## config.mk

```make
export PLATFORM = sky130hd
export DESIGN_NAME = feature_mem_reader
export DESIGN_NICKNAME = d
export VERILOG_FILES = /design/src/rtl/feature_mem_reader.sv
export SDC_FILE = /design/constraint.sdc
export NUM_CORES = 1
export LEC_CHECK = 0
export ABC_AREA = 1
export CAP_MARGIN = 30
export CORE_MARGIN = 5
export CORE_UTILIZATION = 30
export CTS_BUF_LIST = sky130_fd_sc_hd__clkbuf_16
export DETAILED_ROUTE_END_ITERATION = 6
export GPL_TIMING_DRIVEN = 0
export HOLD_SLACK_MARGIN = 0.06
export RECOVER_POWER = 50
export SLEW_MARGIN = 20
export SYNTH_ARGS = -nofsm -noshare
export SYNTH_HDL_FRONTEND = slang
export SYNTH_SLANG_ARGS = --single-unit
export TNS_END_PERCENT = 30
```

## constraint.sdc

```tcl
create_clock -name clk -period 4.7 [get_ports clk]
set_clock_uncertainty 0.15 [all_clocks]
set_input_delay 0.94 -clock clk [delete_from_list [all_inputs] [get_ports clk]]
set_output_delay 0.94 -clock clk [all_outputs]
set_load 0.005 [all_outputs]
```

## src/rtl/feature_mem_reader.sv

```systemverilog
// Read-side sequencer for the 4-bank feature memory. It walks word addresses
// 0..NUM_WORDS-1 and buffers each 4-lane word in a small credit-managed FIFO.
// The FIFO then streams the words to the HD encoder over valid/ready.
module feature_mem_reader #(
    parameter int FEATURE_WIDTH = 32,
    parameter int ADDR_WIDTH    = 8,
    parameter int NUM_FEATURES  = 512,
    parameter int FIFO_DEPTH    = 4
) (
    input  logic                     clk,
    input  logic                     reset,
    input  logic                     write_done,
    input  logic                     start,
    output logic [ADDR_WIDTH-1:0]    read_address,
    output logic                     re,
    input  logic [FEATURE_WIDTH-1:0] mem_out0,
    input  logic [FEATURE_WIDTH-1:0] mem_out1,
    input  logic [FEATURE_WIDTH-1:0] mem_out2,
    input  logic [FEATURE_WIDTH-1:0] mem_out3,
    output logic                     f_valid,
    input  logic                     f_ready,
    output logic [FEATURE_WIDTH-1:0] f0,
    output logic [FEATURE_WIDTH-1:0] f1,
    output logic [FEATURE_WIDTH-1:0] f2,
    output logic [FEATURE_WIDTH-1:0] f3,
    output logic [ADDR_WIDTH-1:0]    f_index,
    output logic                     f_last,
    output logic                     busy,
    output logic                     done
);

    localparam int NUM_WORDS = NUM_FEATURES / 4;
    localparam int PW        = $clog2(FIFO_DEPTH);
    localparam int CW        = PW + 1;
    localparam int EW        = ADDR_WIDTH + 4 * FEATURE_WIDTH;

    localparam logic [ADDR_WIDTH:0]   NUM_WORDS_W = (ADDR_WIDTH + 1)'(NUM_WORDS);
    localparam logic [ADDR_WIDTH-1:0] LAST_IDX    = ADDR_WIDTH'(NUM_WORDS - 1);
    localparam logic [CW:0]           DEPTH_W     = (CW + 1)'(FIFO_DEPTH);

    typedef enum logic [1:0] {IDLE, STREAM, DONE} state_t;

    state_t                  state_q, state_d;
    logic [ADDR_WIDTH:0]     issue_cnt_q, issue_cnt_d;
    logic [1:0]              inflight_q, inflight_d;
    logic                    pend_q, pend_d;
    logic [ADDR_WIDTH-1:0]   pend_addr_q, pend_addr_d;
    logic [PW-1:0]           wr_ptr_q, wr_ptr_d;
    logic [PW-1:0]           rd_ptr_q, rd_ptr_d;
    logic [CW-1:0]           count_q, count_d;
    logic [EW-1:0]           fifo_mem_q [FIFO_DEPTH];
    logic [EW-1:0]           fifo_mem_d [FIFO_DEPTH];

    logic          start_ok, abort, pop, push, clear;
    logic [EW-1:0] head;

    assign start_ok = start & write_done;
    assign abort    = (state_q == STREAM) & ~write_done;
    assign pop      = f_valid & f_ready;
    assign push     = pend_q;
    assign clear    = abort | ((state_q != STREAM) & start_ok);
    assign head     = fifo_mem_q[rd_ptr_q];

    // Next-state: start accepted from IDLE/DONE, abort on write_done loss, finish on last handshake
    always_comb begin
        state_d = state_q;
        case (state_q)
            IDLE:    if (start_ok) state_d = STREAM;
            STREAM:  if (abort) state_d = IDLE;
                     else if (pop && f_last) state_d = DONE;
            DONE:    if (start_ok) state_d = STREAM;
            default: state_d = IDLE;
        endcase
    end

    // Outputs: read issue gated by word budget and FIFO credit (entries + reads in flight)
    always_comb begin
        busy         = (state_q == STREAM);
        done         = (state_q == DONE);
        re           = (state_q == STREAM) && (issue_cnt_q < NUM_WORDS_W) &&
                       (({1'b0, count_q} + (CW + 1)'(inflight_q)) < DEPTH_W);
        read_address = (state_q == STREAM) ? issue_cnt_q[ADDR_WIDTH-1:0] : '0;
        f_valid      = (count_q != '0);
        f0           = f_valid ? head[0*FEATURE_WIDTH +: FEATURE_WIDTH] : '0;
        f1           = f_valid ? head[1*FEATURE_WIDTH +: FEATURE_WIDTH] : '0;
        f2           = f_valid ? head[2*FEATURE_WIDTH +: FEATURE_WIDTH] : '0;
        f3           = f_valid ? head[3*FEATURE_WIDTH +: FEATURE_WIDTH] : '0;
        f_index      = f_valid ? head[EW-1 -: ADDR_WIDTH] : '0;
        f_last       = f_valid && (head[EW-1 -: ADDR_WIDTH] == LAST_IDX);
    end

    // Datapath: issue counter, one-cycle read pipeline, FIFO push/pop; clear flushes stale reads
    always_comb begin
        issue_cnt_d = issue_cnt_q + (ADDR_WIDTH + 1)'(re);
        inflight_d  = inflight_q + 2'(re) - 2'(push);
        pend_d      = re;
        pend_addr_d = re ? read_address : pend_addr_q;
        wr_ptr_d    = wr_ptr_q;
        rd_ptr_d    = rd_ptr_q;
        count_d     = count_q + CW'(push) - CW'(pop);
        fifo_mem_d  = fifo_mem_q;
        if (push) begin
            fifo_mem_d[wr_ptr_q] = {pend_addr_q, mem_out3, mem_out2, mem_out1, mem_out0};
            wr_ptr_d             = wr_ptr_q + PW'(1);
        end
        if (pop) rd_ptr_d = rd_ptr_q + PW'(1);
        if (clear) begin
            issue_cnt_d = '0;
            inflight_d  = '0;
            pend_d      = 1'b0;
            wr_ptr_d    = '0;
            rd_ptr_d    = '0;
            count_d     = '0;
        end
    end

    // Control and pointer registers with synchronous reset
    always_ff @(posedge clk) begin
        if (reset) begin
            state_q     <= IDLE;
            issue_cnt_q <= '0;
            inflight_q  <= '0;
            pend_q      <= 1'b0;
            pend_addr_q <= '0;
            wr_ptr_q    <= '0;
            rd_ptr_q    <= '0;
            count_q     <= '0;
        end else begin
            state_q     <= state_d;
            issue_cnt_q <= issue_cnt_d;
            inflight_q  <= inflight_d;
            pend_q      <= pend_d;
            pend_addr_q <= pend_addr_d;
            wr_ptr_q    <= wr_ptr_d;
            rd_ptr_q    <= rd_ptr_d;
            count_q     <= count_d;
        end
    end

    // FIFO storage; contents are only visible through count_q so no reset is needed
    always_ff @(posedge clk) begin
        fifo_mem_q <= fifo_mem_d;
    end

endmodule

```

== After elaboration in Yosys (flattened, before gate mapping) ==
Index checks and enable logic that the tools add are counted.

* Register bits after elaboration: 573
* Bits of input ports: 133

* Add/subtract/negate cells: 8
* Order comparisons: 5
* Eq/ne operators: 6
* Mux-type cells: 16
* Bitwise operators: 8
* Reductions and logical operators: 10

{| class="wikitable"
|+ Operator list
! operator !! number
|-
| bitwise mux 544 bit || 1
|-
| 2-to-1 mux 136 bit || 3
|-
| binary-select mux 136 bit (select 2 bit) || 1
|-
| demux 136 bit (select 2 bit) || 1
|-
| 2-to-1 mux 32 bit || 4
|-
| 2-to-1 mux 8 bit || 2
|-
| adder 9 x 1 -> 9 bit || 1
|-
| < comparator 9 x 8 -> 1 bit, second input constant || 1
|-
| == test 8 x 7 -> 1 bit, second input constant || 1
|-
| >= comparator 3 bit, second input constant || 2
|-
| 2-to-1 mux 2 bit || 3
|-
| NOT 2 -> 3 bit || 2
|-
| logical AND 1 bit || 5
|-
| adder 2 x 1 -> 2 bit, second input constant || 2
|-
| adder 3 x 2 -> 4 bit || 1
|-
| bitwise AND 1 bit || 4
|-
| < comparator 4 x 3 -> 1 bit, second input constant || 1
|-
| != test 2 x 1 -> 1 bit, second input constant || 2
|-
| one-hot mux 2 bit (2 select lines) || 1
|-
| OR reduction 2 bit || 2
|-
| adder 3 x 1 -> 3 bit || 1
|-
| < comparator 3 x 1 -> 1 bit, second input constant || 1
|-
| != test 3 x 1 -> 1 bit, second input constant || 1
|-
| nonzero test 3 bit || 1
|-
| 9 further kinds || 9
|}

== Depth between registers and ports, before layout ==
Gate-level depths: netlist (run 1).

* Word-level depth: 10
* Mapped depth: 14

== Worst setup path after synthesis (run 1) ==
Ideal clock, no wire load.

* Kind: register to register
* Start point: register pend_q
* End point: register fifo_mem_q[0] (netlist bit) (enable)
* Arrival: 3.268 ns
* Data required time: 4.061 ns
* Path slack: 0.793 ns
* Cell stages (with the launch flop): 4
* Buffers on the path: 1
* Period minus slack after synthesis: 3.907 ns
* Cell sequence: dfxtp_1 -> clkbuf_1 -> nand2_1 -> inv_1

{| class="wikitable"
|+ RTL lines
! element !! line !! RTL
|-
| from (decl) || 46 || <nowiki>logic pend_q, pend_d;</nowiki>
|-
| from (signal assigned) || 132 || <nowiki>pend_q <= pend_d;</nowiki>
|-
| to (signal assigned) || 142 || <nowiki>fifo_mem_q <= fifo_mem_d;</nowiki>
|-
| to (decl) || 51 || <nowiki>logic [EW-1:0] fifo_mem_q [FIFO_DEPTH];</nowiki>
|}

No word-level cell between the ends.

== Final worst setup path (run 1) ==
* Start point: register count_q[1]
* End point: output f0[24]

* Cells in the longest elaborated chain, start to end: 2

{| class="wikitable"
|+ RTL lines
! element !! line !! RTL
|-
| from (decl) || 50 || <nowiki>logic [CW-1:0] count_q, count_d;</nowiki>
|-
| from (signal assigned) || 136 || <nowiki>count_q <= count_d;</nowiki>
|-
| nonzero test 3 bit || 83 || <nowiki>f_valid = (count_q != '0);</nowiki>
|-
| 2-to-1 mux 32 bit || 84 || <nowiki>f0 = f_valid ? head[0*FEATURE_WIDTH +: FEATURE_WIDTH] : '0;</nowiki>
|-
| to (decl) || 22 || <nowiki>output logic [FEATURE_WIDTH-1:0] f0,</nowiki>
|}

Every way passes these cells.

==> run summary, run 1 <==
In this run the post-CTS setup repair buffer count came out at 0. After technology mapping, the gate count stands at 1816. The post-detailed-route wirelength per cell was 20.9 microns; the number of synthesized flops with an enable pin was 544. The filler cells instantiated in the layout total 7035.

The clock group share of total power was 0.332; the total clock sinks was 573. After detailed routing, the number of remaining DRC violations is 0. Summed over all cells, the static leakage comes to 9.67 nW. The run finished, with violations left. The total area of multi-input combinational cells is 4840 sq um.

The via count of the first global-routing pass is 15624, and the count of cell types in the netlist is 34. Summed over all layers, the routed wires come to 66600 microns. The clock transition at the registers of the reported paths was 60 ps. The internal power component is 9.75 mW. TritonCTS built the clock tree.

The maximum operating frequency is 0.222 GHz. Summing all non-filler instances in the final layout gives an area of 28500 sq um. The number of hold buffers added after cts is 0.

On the worst path, the slowest cell contributes a delay of 740 ps. For the worst-skew pair later-pin latency, the log shows 620 ps. The area share of the largest cell type after synthesis was 0.728; the average via count per standard cell was 4.75. The tools report the worst reg-to-reg setup slack as 990 ps. By count the netlist is led by 553 x sky130_fd_sc_hd__nor2_1, 544 x sky130_fd_sc_hd__edfxtp_1, 264 x sky130_fd_sc_hd__o21ai_0, 143 x sky130_fd_sc_hd__a21oi_1, 67 x sky130_fd_sc_hd__nand2_1. The worst hold path depth came out at 0. The startpoint identified for the worst hold timing path is pend_addr_q[6]. Counting the buffers created by CTS gives 61. The number of nets at the end of the flow was 2309. sky130_fd_sc_hd__edfxtp_1 takes more of the synthesized area than any other cell. Setup repair after global routing left no endpoint under its margin. OpenSTA, run right after detailed placement, puts the worst setup slack at 546 ps. After detailed placement, the total cell area comes to 26600 sq um. The logs give 0.254 for the fraction of power consumed by combinational cells and 0.251 mV for the worst vdd rail ir drop. Relative to the synthesized area, the layout overhead comes to 27.2%. The logs give 20 for the initial antenna violation count and 0.793 for the final estimated routing congestion in global placement. The sequential standard cell area was 16900 sq um. The endpoint with the worst hold slack is fifo_mem_q[542]. The tools report the nature of the critical path startpoint as a flop. For the total congestion overflow after global routing, the log shows 0.

The first global-routing pass estimated 98900 microns of wire. Setup violations remaining at the end of the flow were counted as 0. Entering global routing, the biggest net connects 77 pins.

The fraction of final layout cells sized beyond drive strength 1 came out at 0.0733. The run gives 0 as the count of warnings emitted by yosys. The logs give 22400 sq um for the summed instance area of the synthesized netlist and 3 for the maximum root-to-sink buffer count.

The synthesized flop and latch total is 573, and the largest fanout of any net on the critical path is 12. The sequential fraction of design power was 0.414; the number of top-level design ports was 282. The total power density per cell area is 481 nW/um^2. The tree is rooted in a sky130_fd_sc_hd__clkbuf_16. The run gives 5 as the first-pass detailed-route iteration total.

The net switching power is 3.98 mW. The cell with the largest stage delay on the worst path was sky130_fd_sc_hd__clkbuf_1. The logs give 74300 sq um for the area inside the core boundary and 143 for the max-slew violation count. The starting density of the core came out at 0.302. The number of design-rule violations left by the first detailed-router iteration is 1271, and the portion of the clock cycle consumed by the worst path in the final layout is 0.957. The most frequently used cell type in the post-synthesis netlist was sky130_fd_sc_hd__nor2_1. In this run the number of H-tree levels came out at 2.

The share of synthesized registers carrying an async set or reset came out at 0. The tightest min-delay check is of the flop to flop type. The total count of hold-check failures in the final report was 0.

Kind of critical path: flop to output pin. Row generation in the floorplan step produced 100 rows. The routed design could run at a clock period as short as 4500 ps.

The overall routing resource usage is 0.161, and the final core area utilization is 0.384. After layout, the worst setup slack is 202 ps. The net switching share of the total power was 0.290. The die covers 80400 sq um.

At the worst endpoint, the required time is 3610 ps. Summed over all nets, the half-perimeter wirelength after detailed placement is 41400 microns. Synthesis produced a netlist with a net count of 1961.

The reg-to-reg startpoint was wr_ptr_q[0]. The most used flip-flop cell after synthesis is sky130_fd_sc_hd__edfxtp_1. The total power consumption of the routed design is 13.7 mW. The normalized max-slew margin is -0.401, and the die span in x is 284 microns. The count of buffers added on input and output ports is 281.

The length in cells of the worst reg-to-reg path was 5; the pin slew with the least headroom to its limit was 2100 ps. The run gives 15148 as the via count of the routed design. At the worst endpoint, the arrival time is 3410 ps. Yosys attributes the largest share of cell area to sky130_fd_sc_hd__edfxtp_1 73%, sky130_fd_sc_hd__nor2_1 9.2%, sky130_fd_sc_hd__o21ai_0 5.9%.

The mean instance size in the synthesized netlist is 12.4 sq um, and the register area share after synthesis is 0.754. The tools report the count of max-cap constraint violations as 2. Nature of the critical path endpoint: an output pin. In this run the remaining antenna-violating nets after routing total 0.

The final reports fail on capacitance limit, slew limit. The terminus of the critical flop-to-flop path was fifo_mem_q[467]. Walking the worst path, the cells encountered are nor3_1, buf_4, clkbuf_1, a21oi_1, clkdlybuf4s50_1. The height of the die came out at 284 microns.
worst max-delay path by stage:
stage                start              to  slack, ps  depth (start not counted)
2_1_floorplan       pend_q   fifo_mem_q[0]        790                          3
6_report        count_q[1]          f0[24]        200                          5
5_1_grt         count_q[1]          f0[24]          2                          5
3_5_place_dp    count_q[1]          f3[10]        550                          6
4_1_cts        rd_ptr_q[0]          f3[10]         30                          8
3_3_place_gp        pend_q  fifo_mem_q[81]      -1960                          3
power groups by stage:
stage          clock network, mW  logic [mW]  registers (mW)
6_report                    4.56        3.48            5.69
5_1_grt                     4.90        3.79            5.69
4_1_cts                     4.68        3.59            5.68
3_5_place_dp                   0        3.56            5.79
3_3_place_gp                   0        3.55            5.80
2_1_floorplan                  0        1.30            5.79
registers in the layout, indices dropped and copies added (netlist names):
| name | count |
|---|---|
| count_q | 3 |
| fifo_mem_q | 544 |
| inflight_q | 2 |
| issue_cnt_q | 9 |
| pend_addr_q | 8 |
| pend_q | 1 |
| rd_ptr_q | 2 |
| state_q | 2 |
| wr_ptr_q | 2 |
area by class of cell:
cell class                 instances  share of cell area
sequential                       573               0.593
multi-input combinational       1087               0.170
timing repair buffer             285               0.102
clock buffer                      62              0.0544
tap                              969              0.0425
buffer                           108              0.0179
clock inverter                    48              0.0124
inverter                          48             0.00710
antenna                           11            0.000964
timing repair:
| action | in CTS | in global routing |
|---|---|---|
| endpoints found under the hold margin | 0 | 0 |
| endpoints found under the setup margin | 39 | 6 |
| gates resized for setup | 1 | 2 |
critical path, delay by kind of cell (launching register included):
family	cells	cell delay, ps
buf+inv	3	1800
flops	1	350
simple gates	1	540
compound gates	1	80
cell families after synthesis:
family | synth area share
xor gates and xnor gates | 0.00156
and+or+nand+nor | 0.114
adders and majority gates | 0.00702
DFF | 0.754
muxes | 0.000446
buffers and inverters | 0.0304
AOI/OAI and AO/OA | 0.0925
routing by layer:
layer	global-route usage	vias to the layer above	share of wire
li1	-	7105	-
met1	0.210	7397	0.42
met2	0.271	501	0.48
met3	0.0418	131	0.079
met4	0.0390	14	0.025
met5	0	-	0.0012
metrics by stage:
step / cells / TNS [ps] / hold WS, ps
CTS: 3180 / 0 / 358
global placement: 3066 / -1021130 / 329
global route: 3180 / 0 / 376
floorplan: 1816 / 0 / 300
finish: 3191 / 0 / 350
detailed placement: 3070 / 0 / 346
placed cells by master (no fill, tap or decap), types with 2 or more instances in the layout:
cell                              instances
sky130_fd_sc_hd__o21ai_0                264
sky130_fd_sc_hd__dfxtp_1                 29
sky130_fd_sc_hd__nand3_1                 15
sky130_fd_sc_hd__edfxtp_1               544
sky130_fd_sc_hd__inv_6                    2
sky130_fd_sc_hd__clkdlybuf4s50_1        153
sky130_fd_sc_hd__clkinvlp_4               3
sky130_fd_sc_hd__buf_2                   44
sky130_fd_sc_hd__buf_1                   11
sky130_fd_sc_hd__nand2_1                 67
sky130_fd_sc_hd__diode_2                 11
sky130_fd_sc_hd__nor3b_1                  4
sky130_fd_sc_hd__buf_6                    5
sky130_fd_sc_hd__nor3_1                   5
sky130_fd_sc_hd__dlygate4sd3_1          128
sky130_fd_sc_hd__nor2_2                   2
sky130_fd_sc_hd__clkbuf_16               62
sky130_fd_sc_hd__ha_1                    11
sky130_fd_sc_hd__inv_8                    2
sky130_fd_sc_hd__xnor2_1                  3
sky130_fd_sc_hd__clkinv_1                13
sky130_fd_sc_hd__clkinv_2                13
sky130_fd_sc_hd__buf_16                   4
sky130_fd_sc_hd__nor2_1                 553
sky130_fd_sc_hd__or2_2                    2
sky130_fd_sc_hd__nand2_2                  2
sky130_fd_sc_hd__bufinv_16                5
sky130_fd_sc_hd__a21oi_2                  2
sky130_fd_sc_hd__a21oi_1                143
sky130_fd_sc_hd__inv_2                    4
sky130_fd_sc_hd__clkbuf_4                 2
sky130_fd_sc_hd__clkbuf_1                44
sky130_fd_sc_hd__nand3_2                  2
sky130_fd_sc_hd__inv_1                   53
sky130_fd_sc_hd__nand4_1                  2
Power figures use the tool's default switching activity.
==> run 2: changes to the inputs <==
==> constraint.sdc (replaced) <==
create_clock -name clk -period 4.7 [get_ports clk]
set_clock_uncertainty 0.15 [all_clocks]
set_input_delay 0.47 -clock clk [delete_from_list [all_inputs] [get_ports clk]]
set_output_delay 0.47 -clock clk [all_outputs]
set_load 0.005 [all_outputs]
==> run summary, run 2 (same netlist as run 1, synthesis figures left out) <==
The critical path goes through nor3_1, buf_2, buf_2, buf_2, a21oi_1, clkdlybuf4s50_1. The run gives 3.98 mW (about the same) as the net switching power. The tools report the worst setup slack after placement as 1020 ps (+470 ps). The logs give 0.793 (unchanged) for the final estimated routing congestion in global placement and 31800 microns (+0.21%) for the amount of wire on met2 after detailed routing. The routed metal-1 wire length was 27800 microns (about the same).

The logs give 9.67 nW (about the same) for the static power due to leakage and 15150 (+0.013%) for the via count of the routed design. The cell family contributing the most delay on the critical path is buffers and inverters. In this run the most critical hold path is launched from reset. The largest incremental delay on the critical path is 600 ps (-140 ps), and the worst reg-to-reg setup slack is 1000 ps (about the same). Maximum operating frequency: 0.238 GHz (+6.9%). The most common library cell in the layout ignoring fill and taps was sky130_fd_sc_hd__nor2_1.

The height of the die was 284 microns (unchanged). The clock group share of total power was 0.332 (about the same); the starting density of the core was 0.302 (unchanged). The flow ran to the end, but the final reports show violations. For the worst vdd rail ir drop, the log shows 0.251 mV (-0.17%). The number of hold buffers added after cts was 0 (unchanged); the normalized max-slew margin was -0.399 (+0.00173).

The first-pass detailed-route iteration total is 5 (unchanged), and the fraction of power consumed by combinational cells is 0.253 (about the same). The highest metal layer carrying signal wires in the routed design is met5. The average via count per standard cell was 4.75 (about the same).

Total clock sinks: 573 (unchanged). The nature of the critical path endpoint is an output pin. The total power density per cell area was 481 nW/um^2 (about the same); the arrival time reported for the critical path endpoint was 3590 ps (+180 ps).

The DRC violation count after routing came out at 0 (unchanged). Setup repair after global routing left no endpoint under its margin. The post-detailed-route wirelength per cell is 20.9 microns (about the same). The worst setup margin is 491 ps (+288 ps). The tools report the area of placed instances as 26600 sq um (unchanged).

The half-perimeter wire length after placement was 41400 microns (unchanged); the worst hold path depth was 2 (+2). The path class of the tightest hold or removal check is input pin to flop. The logs give 15624 (unchanged) for the via count of the first global-routing pass and 0 (-1) for the post-CTS resize count. The net switching share of the total power is 0.290 (about the same), and the growth of design area from synthesis to finish is 27.1% (about the same). The fraction of final layout cells sized beyond drive strength 1 was 0.0733 (unchanged). In the layout the commonest cells are 553 x sky130_fd_sc_hd__nor2_1, 544 x sky130_fd_sc_hd__edfxtp_1, 264 x sky130_fd_sc_hd__o21ai_0.

The setup path with the least slack is of type flop to output pin. The run gives 2 (unchanged) as the H-tree level count. The tools report the area inside the core boundary as 74300 sq um (unchanged). The critical path data required time came out at 4080 ps (+470 ps). The portion of the clock cycle consumed by the worst path in the final layout was 0.896 (-0.0614); the count of max-cap constraint violations was 2 (unchanged).

The total congestion overflow after global routing came out at 0 (unchanged). The total count of hold-check failures in the final report is 0 (unchanged), and the number of design-rule violations left by the first detailed-router iteration is 1271 (unchanged). The pin slew with the least headroom to its limit is 2100 ps (-2.60 ps).

More flip-flops sit in one register than any other, and that register is fifo_mem_q. The largest fanout of any net on the critical path is 12 (unchanged), and the port buffer count is 281 (unchanged). The tools report the number of placed cells counting well taps as 3070 (unchanged). Overall routing resource usage: 0.161 (unchanged).

The tools report the initial antenna violation count as 20 (unchanged). The final wirelength was 66600 microns (about the same). STA classifies the critical path startpoint as a flop.

The final reports fail on capacitance limit, slew limit. The length in cells of the worst reg-to-reg path is 5 (unchanged), and the count of final setup violators is 0 (unchanged). The number of nets at the end of the flow was 2309 (unchanged).

The max-slew violation count is 143 (unchanged). The time the worst path needs with I/O delays and setup is 4210 ps (-288 ps). The terminus of the critical flop-to-flop path is fifo_mem_q[481].

Number of setup buffers added after CTS: 0 (unchanged). The sequential fraction of design power was 0.414 (about the same). The startpoint identified for the worst register-to-register timing path is wr_ptr_q[0]. The logs give 0 (unchanged) for the post-route antenna net violation count and 7038 (+0.043%) for the number of fill cells in the layout. The total die area was 80400 sq um (unchanged). The tools report the total length of routed met3 wires as 5280 microns (about the same). The flip-flop count of the largest register, all copies and words added is 544 (unchanged), and the global-route wire length before repair is 98900 microns (unchanged).

The tools report the cell area after layout as 28500 sq um (about the same). For the floorplan row count, the log shows 100 (unchanged). The worst hold path terminates at state_q[1].

The internal power component came out at 9.74 mW (about the same). The die span in x came out at 284 microns (unchanged). Number of buffers and inverters on the critical path: 4 (+1).

The worst-skew pair later-pin latency was 620 ps (about the same); the clock transition at the registers of the reported paths was 60 ps (about the same). The total clock buffers created by CTS was 61 (unchanged). The number of top-level design ports came out at 282 (unchanged). The largest net degree at the start of global routing is 77 (unchanged).

The largest registers in the layout are fifo_mem_q (544), issue_cnt_q (9), pend_addr_q (8). The tools report the non-filler instance count after layout as 3191 (unchanged). TritonCTS built the clock tree. Critical path's most frequent cell: sky130_fd_sc_hd__buf_2. The maximum root-to-sink buffer count was 3 (unchanged). Among all stages on the critical path, the largest delay is contributed by sky130_fd_sc_hd__buf_2. The root buffer cell is sky130_fd_sc_hd__clkbuf_16.
-- run 2: layout make-up --
class | instances | area, sq um | share of cell area
repair buffers | 285 | 2920 | 0.102
plain buffers | 108 | 503 | 0.0176
multi-input cells | 1087 | 4840 | 0.170
clock inverters | 48 | 354 | 0.0124
diodes | 11 | 27.5 | 0.000965
well taps | 969 | 1210 | 0.0425
inverters | 48 | 203 | 0.00710
clock buffers | 62 | 1550 | 0.0544
flip-flops and latches | 573 | 16900 | 0.593
-- run 2: routing by layer --
metal / track usage / vias to the layer above
met2: 0.271 / 501
met5: 0 / -
met1: 0.210 / 7401
met4: 0.0390 / 14
met3: 0.0418 / 132
li1: - / 7102
-- run 2: power groups by stage --
stage	Sequential [mW]	Combinational (mW)	Clock [mW]
after global routing	5.69	3.78	4.90
after CTS	5.68	3.58	4.68
final	5.69	3.48	4.56
after floorplan	5.79	1.30	0
after global placement	5.80	3.55	0
after detailed placement	5.79	3.56	0
-- run 2: stage by stage --
step	power, mW	utilization	TNS, ps	hold WS (ps)
after floorplan	7.09	-	0	300
after global placement	9.35	0.356	-1021130	329
after detailed placement	9.35	0.358	0	346
after CTS	13.9	0.384	0	254
after global routing	14.4	0.384	0	279
final	13.7	0.384	0	303
-- run 2: worst max path at each step --
stage,end,cells after the start,start,slack (ps)
after global placement,fifo_mem_q[81],3,pend_q,-1960
after detailed placement,f3[10],6,count_q[1],1020
after global routing,f3[9],6,count_q[1],300
after floorplan,fifo_mem_q[0],3,pend_q,790
after CTS,f3[10],6,count_q[1],320
final,f3[13],6,count_q[1],490
